<file path="src/rtl/gpio_irq_ctrl.sv">
// gpio_irq_ctrl: latches GPIO interrupts into pending bits, masks them and raises one CPU irq
// with a lowest-index claim/holdoff handshake behind an APB slave port.
module gpio_irq_ctrl #(
    parameter int N_GPIO         = 32,
    parameter int APB_ADDR_WIDTH = 12,
    parameter int HOLDOFF_CYCLES = 4
) (
    input  logic                      HCLK,
    input  logic                      HRESETn,
    input  logic [APB_ADDR_WIDTH-1:0] PADDR,
    input  logic [31:0]               PWDATA,
    input  logic                      PWRITE,
    input  logic                      PSEL,
    input  logic                      PENABLE,
    output logic [31:0]               PRDATA,
    output logic                      PREADY,
    output logic                      PSLVERR,
    input  logic [N_GPIO-1:0]         gpio_int_i,
    output logic                      irq_o,
    output logic [5:0]                irq_id_o
);
    typedef enum logic [1:0] {IDLE = 2'd0, ASSERT = 2'd1, HOLDOFF = 2'd2} state_t;
    state_t state;
    logic [N_GPIO-1:0] pending, mask, active, clr, pending_n, mask_n;
    logic [63:0] pend_w, mask_w;
    logic [5:0] win;
    logic [6:0] n_active;
    logic [7:0] cnt;
    logic [11:0] off;
    logic any, any_n, rd, wr, claim, clear_wr;
    assign off      = PADDR[11:0];
    assign rd       = PSEL & PENABLE & ~PWRITE;
    assign wr       = PSEL & PENABLE & PWRITE;
    assign active   = pending & mask;
    assign any      = |active;
    assign claim    = rd && off == 12'h014 && any;
    assign clear_wr = wr && off == 12'h010;
    assign PREADY   = 1'b1;
    assign PSLVERR  = 1'b0;
    assign irq_o    = state == ASSERT;
    always_comb begin
        win      = '0;
        n_active = '0;
        pend_w   = '0;
        mask_w   = '0;
        pend_w[N_GPIO-1:0] = pending;
        mask_w[N_GPIO-1:0] = mask;
        for (int i = N_GPIO - 1; i >= 0; i--) begin
            if (active[i]) win = 6'(i);
            n_active = n_active + 7'(active[i]);
        end
    end
    // Out-of-range CLEAR indices simply match no bit; set beats clear on the same bit.
    always_comb begin
        clr    = '0;
        mask_n = mask;
        for (int i = 0; i < N_GPIO; i++) begin
            clr[i]    = (claim && win == 6'(i)) || (clear_wr && PWDATA[5:0] == 6'(i));
            mask_n[i] = (wr && off == (i < 32 ? 12'h008 : 12'h00C)) ? PWDATA[i % 32] : mask[i];
        end
    end
    assign pending_n = (pending & ~clr) | gpio_int_i;
    assign any_n     = |(pending_n & mask_n);
    always_comb begin
        PRDATA = '0;
        if (rd)
            case (off)
                12'h000: PRDATA = pend_w[31:0];
                12'h004: PRDATA = pend_w[63:32];
                12'h008: PRDATA = mask_w[31:0];
                12'h00C: PRDATA = mask_w[63:32];
                12'h014: PRDATA = {any, 25'd0, win};
                12'h018: PRDATA = {21'd0, state, irq_o, 1'b0, n_active};
                default: PRDATA = '0;
            endcase
    end
    // Holdoff leaves at cnt<=1 so that, with the IDLE cycle, irq_o stays low HOLDOFF_CYCLES cycles.
    always_ff @(posedge HCLK or negedge HRESETn) begin
        if (!HRESETn) begin
            pending  <= '0;
            mask     <= '0;
            state    <= IDLE;
            cnt      <= '0;
            irq_id_o <= '0;
        end else begin
            pending <= pending_n;
            mask    <= mask_n;
            if (any) irq_id_o <= win;
            case (state)
                IDLE: if (any) state <= ASSERT;
                ASSERT:
                    if (claim) begin
                        state <= HOLDOFF;
                        cnt   <= 8'(HOLDOFF_CYCLES - 1);
                    end else if (!any_n) state <= IDLE;
                HOLDOFF: begin
                    cnt <= cnt - 8'(cnt != 8'd0);
                    if (cnt <= 8'd1) state <= IDLE;
                end
                default: state <= IDLE;
            endcase
        end
    end
endmodule

</file>
<file path="config.mk">
export PLATFORM = sky130hd
export DESIGN_NAME = gpio_irq_ctrl
export DESIGN_NICKNAME = d
export VERILOG_FILES = /design/src/rtl/gpio_irq_ctrl.sv
export SDC_FILE = /design/constraint.sdc
export NUM_CORES = 1
export LEC_CHECK = 0
export CAP_MARGIN = 30
export CORE_MARGIN = 2
export CORE_UTILIZATION = 59
export CTS_BUF_LIST = sky130_fd_sc_hd__clkbuf_8
export CTS_CLUSTER_SIZE = 30
export DETAILED_ROUTE_END_ITERATION = 16
export PLACE_DENSITY = 0.95
export SYNTH_ARGS = -nofsm -noshare
export SYNTH_HDL_FRONTEND = slang
export SYNTH_SLANG_ARGS = --single-unit
</file>
<file path="constraint.sdc">
create_clock -name HCLK -period 9.95 [get_ports HCLK]
set_input_delay 1.4925 -clock HCLK [delete_from_list [all_inputs] [get_ports HCLK]]
set_output_delay 1.4925 -clock HCLK [all_outputs]
set_load 0.05 [all_outputs]
</file>
==> reports/results.tsv <==
stage	metric	value	unit
pwr	switching_share	27.9	%
sta	max_slew_margin	27.8	%
clock_tree	ctsResizeCount	0	
finish	multi_input_area	4080	µm²
drt	routed_wirelength	24100	µm
drt	postRouteAntennaNets	0	
placed_design	place.gp.congestion	0.995	
pwr	psw	236	µW
placed_design	hpwlAfterDp	18700	µm
pwr	clockPowerShare	39.3	%
drt	routedWlPerCell	24.9	µm
clock_tree	number_of_clock_sinks	79	
clock_tree	clk_latency	0.36	ns
finish	final_cells	971	
sta	setup_viol_count_final	0	
clock_tree	clockRootBuffer	sky130_fd_sc_hd__clkbuf_8	
finish	final_cell_mix	sky130_fd_sc_hd__clkdlybuf4s50_1 (116), sky130_fd_sc_hd__dfrtp_1 (79), sky130_fd_sc_hd__nand2_1 (73)	
drt	drtPass1Iterations	8	
pwr	comb_power_share	18.3	%
synthesis	synth_area_per_cell	8.88	µm²
clock_tree	clock_path_buffers	2	
synthesis	synth_area_leader_cell	sky130_fd_sc_hd__dfrtp_1	
floorplan	die_x	108	µm
synthesis	synth.cell_area	6330	µm²
drt	vias_per_cell	6.83	
sta	timing_worst_slew_pin_value	1.08	ns
sta	clock_skew	0.0156	ns
flow_run	drv_cap	0	
pwr	power.density	107	nW/µm²
synthesis	post-synth-top-area-fraction	31.2	%
synthesis	yosysWarningCount	0	
synthesis	syn-instance-count	713	
finish	layout.cells.most_common	sky130_fd_sc_hd__clkdlybuf4s50_1	
global_route	global_route_wire_length_before_repair	36800	µm
setup_path	rr_worst_depth	11	
drt	drc_errors	0	
setup_path	ff_to_ff_start	mask[28]	
setup_path	cp-start-kind	register	
synthesis	netlist_top_cells_area	sky130_fd_sc_hd__dfrtp_1 (31%), sky130_fd_sc_hd__fa_1 (7.3%), sky130_fd_sc_hd__mux2_2 (6.4%), sky130_fd_sc_hd__mux2i_1 (4.4%), sky130_fd_sc_hd__nand2_1 (4.3%)	
setup_path	critical_path_peak_fanout	4	
clock_tree	clk_transition_reported_paths	0.10	ns
synthesis	yosys.cell_types.count	77	
floorplan	die_y	108	µm
setup_path	critical_path_required	8.46	ns
placed_design	placement.io_buffers	118	
clock_tree	cts_made_buffers	9	
pwr	internal_power	610	µW
sta	rsz0062_at_grt	no	
finish	ff_latch_area	1980	µm²
global_route	grt_max_degree	80	
sta	min_cycle_time_layout	8.13	ns
finish	num-nets-final	944	
synthesis	synth_seq_cells	79	
sta	final_critical_path_share_of_the_clock_period	81.7	%
sta	max_freq	123	MHz
drt	routed-via-count	6635	
drt	drt_first_iter_violations	953	
synthesis	synth_edf_count	0	
setup_path	timing.critical_path.to	PRDATA[4]	
global_route	grt.total_usage	42.9	%
floorplan	fp.dieArea	11600	µm²
finish	areaGrowthSynthToFinish	25.3	%
sta	final.setup.tns	0	ns
synthesis	seq_area_frac_synth	31.2	%
pwr	sequentialPowerShare	42.4	%
setup_path	worst_setup_path_end_kind	primary output	
synthesis	synth-main-ff-cell	sky130_fd_sc_hd__dfrtp_1	
floorplan	floorplan.initialDensity	61.1	%
pwr	power_leakage	0.00340	µW
pwr	ir_worst_vdd	0.000122	V
placed_design	numPlacedInstances	952	
setup_path	regToRegEndpoint	state[0]	
global_route	grt-ovfl-total	0	
run_status	status	completed	
sta	timing_max_transition_violations_final	0	
worst_hold_path	hp-start	irq_id_o[2]	
finish	num-fill-cells	732	
global_route	grt_pass1_vias	6529	
global_route	grt_antenna_before_repair	0	
floorplan	ios	122	
setup_path	timing.reg2reg.setup_slack	5.75	ns
setup_path	worstSetupStartpoint	mask[17]	
synthesis	async_reset_ff_share	100	%
floorplan	core	10400	µm²
finish	post_route_cells_drive_above_1_share	11.5	%
floorplan	core.rowCount	37	
clock_tree	cts_hold_repair.buffers	0	
worst_hold_path	hp-class	reg -> reg	
sta	finalHoldViolations	0	
clock_tree	cts_htree_levels	3	
setup_path	crit_type	reg -> out	
clock_tree	cts_tree	done	
clock_tree	cts_setup_buffers	0	
setup_path	timing.critical_path.arrival	6.64	ns
-- logic make-up after synthesis --
logic type | synth area share, %
compound gates | 20.9
flops | 31.2
xor+xnor | 0.691
buf+inv | 4.44
mux | 10.8
other cells | 0.119
fa+ha+maj | 9.44
simple gates | 22.4
-- layout make-up --
type | instances | area share [%]
Inverter | 45 | 2.13
Antenna cell | 1 | 0.0315
Clock buffer | 10 | 1.73
Multi-Input combinational cell | 568 | 51.4
Clock inverter | 6 | 1.77
Sequential cell | 79 | 24.9
Tap cell | 136 | 2.14
Timing Repair Buffer | 126 | 15.9
-- state kept, by name (all words and copies together) (netlist names) --
register,cells
cnt,8
state,2
mask,32
irq_id_o,5
pending,32
-- critical path: stages, from the launching register on --
cell and delay [ns]:
sky130_fd_sc_hd__dfrtp_1 0.42, sky130_fd_sc_hd__and2_1 0.22, sky130_fd_sc_hd__fa_1 0.48, sky130_fd_sc_hd__inv_1 0.05
sky130_fd_sc_hd__fa_1 0.52, sky130_fd_sc_hd__inv_1 0.05, sky130_fd_sc_hd__fa_1 0.53, sky130_fd_sc_hd__inv_1 0.05
sky130_fd_sc_hd__fa_1 0.48, sky130_fd_sc_hd__fa_1 0.52, sky130_fd_sc_hd__fa_1 0.55, sky130_fd_sc_hd__inv_1 0.05
sky130_fd_sc_hd__ha_1 0.22, sky130_fd_sc_hd__fa_1 0.42, sky130_fd_sc_hd__a21o_1 0.19, sky130_fd_sc_hd__a21oi_1 0.18
sky130_fd_sc_hd__xnor2_1 0.13, sky130_fd_sc_hd__mux2i_1 0.09, sky130_fd_sc_hd__o32a_1 0.20, sky130_fd_sc_hd__nor2_1 0.09
sky130_fd_sc_hd__clkdlybuf4s50_1 0.82
-- cells in the mapped netlist, drive strengths merged, types with 5 or more instances --
cell and number:
and4 6, a31oi 15, o21bai 5, o211ai 5, a22oi 28, nand4 13, nand2b 12, mux2 36
a22o 7, nand2 73, ha 11, or2 18, a21o 8, fa 23, o21a 7, nor3 19
a211oi 5, nand3 13, mux2i 28, o21ai 40, clkbuf 12, and2 21, buf 10, dfrtp 79
a21oi 38, nor2 66, nor4 7, inv 45
-- per-layer routing --
metal	global-route usage (%)	wire length, µm
met2	64.0	10800
met3	11.9	3050
met1	58.7	9220
met5	0	0
met4	18.4	1040
-- worst min path at each step --
| stage | endpoint | slack, ns | cells after the start |
|---|---|---|---|
| after floorplan | cnt[7] | 0.45 | 1 |
| after global placement | irq_id_o[3] | 0.46 | 1 |
| after detailed placement | irq_id_o[2] | 0.47 | 2 |
| after CTS | cnt[7] | 0.49 | 1 |
| after global routing | cnt[7] | 0.51 | 1 |
| final | irq_id_o[2] | 0.49 | 2 |
-- stage by stage --
stage	total power, µW	cell area [µm²]	worst slack (ns)	util, %	hold WS, ns
finish	846	7940	1.82	76.5	0.491
global route	875	7930	1.45	76.5	0.513
floorplan	441	6340	2.71	-	0.451
global placement	505	7610	2.32	73.4	0.458
CTS	840	7890	1.83	76.1	0.493
detailed placement	513	7610	2.23	73.4	0.473
-- power groups by stage --
stage,logic [µW],registers [µW],clock network (µW)
final,155,359,332
after global routing,165,361,349
after CTS,150,358,332
after detailed placement,149,364,0
after global placement,143,362,0
after floorplan,64.2,376,0
(Power assumes the default switching activity.)
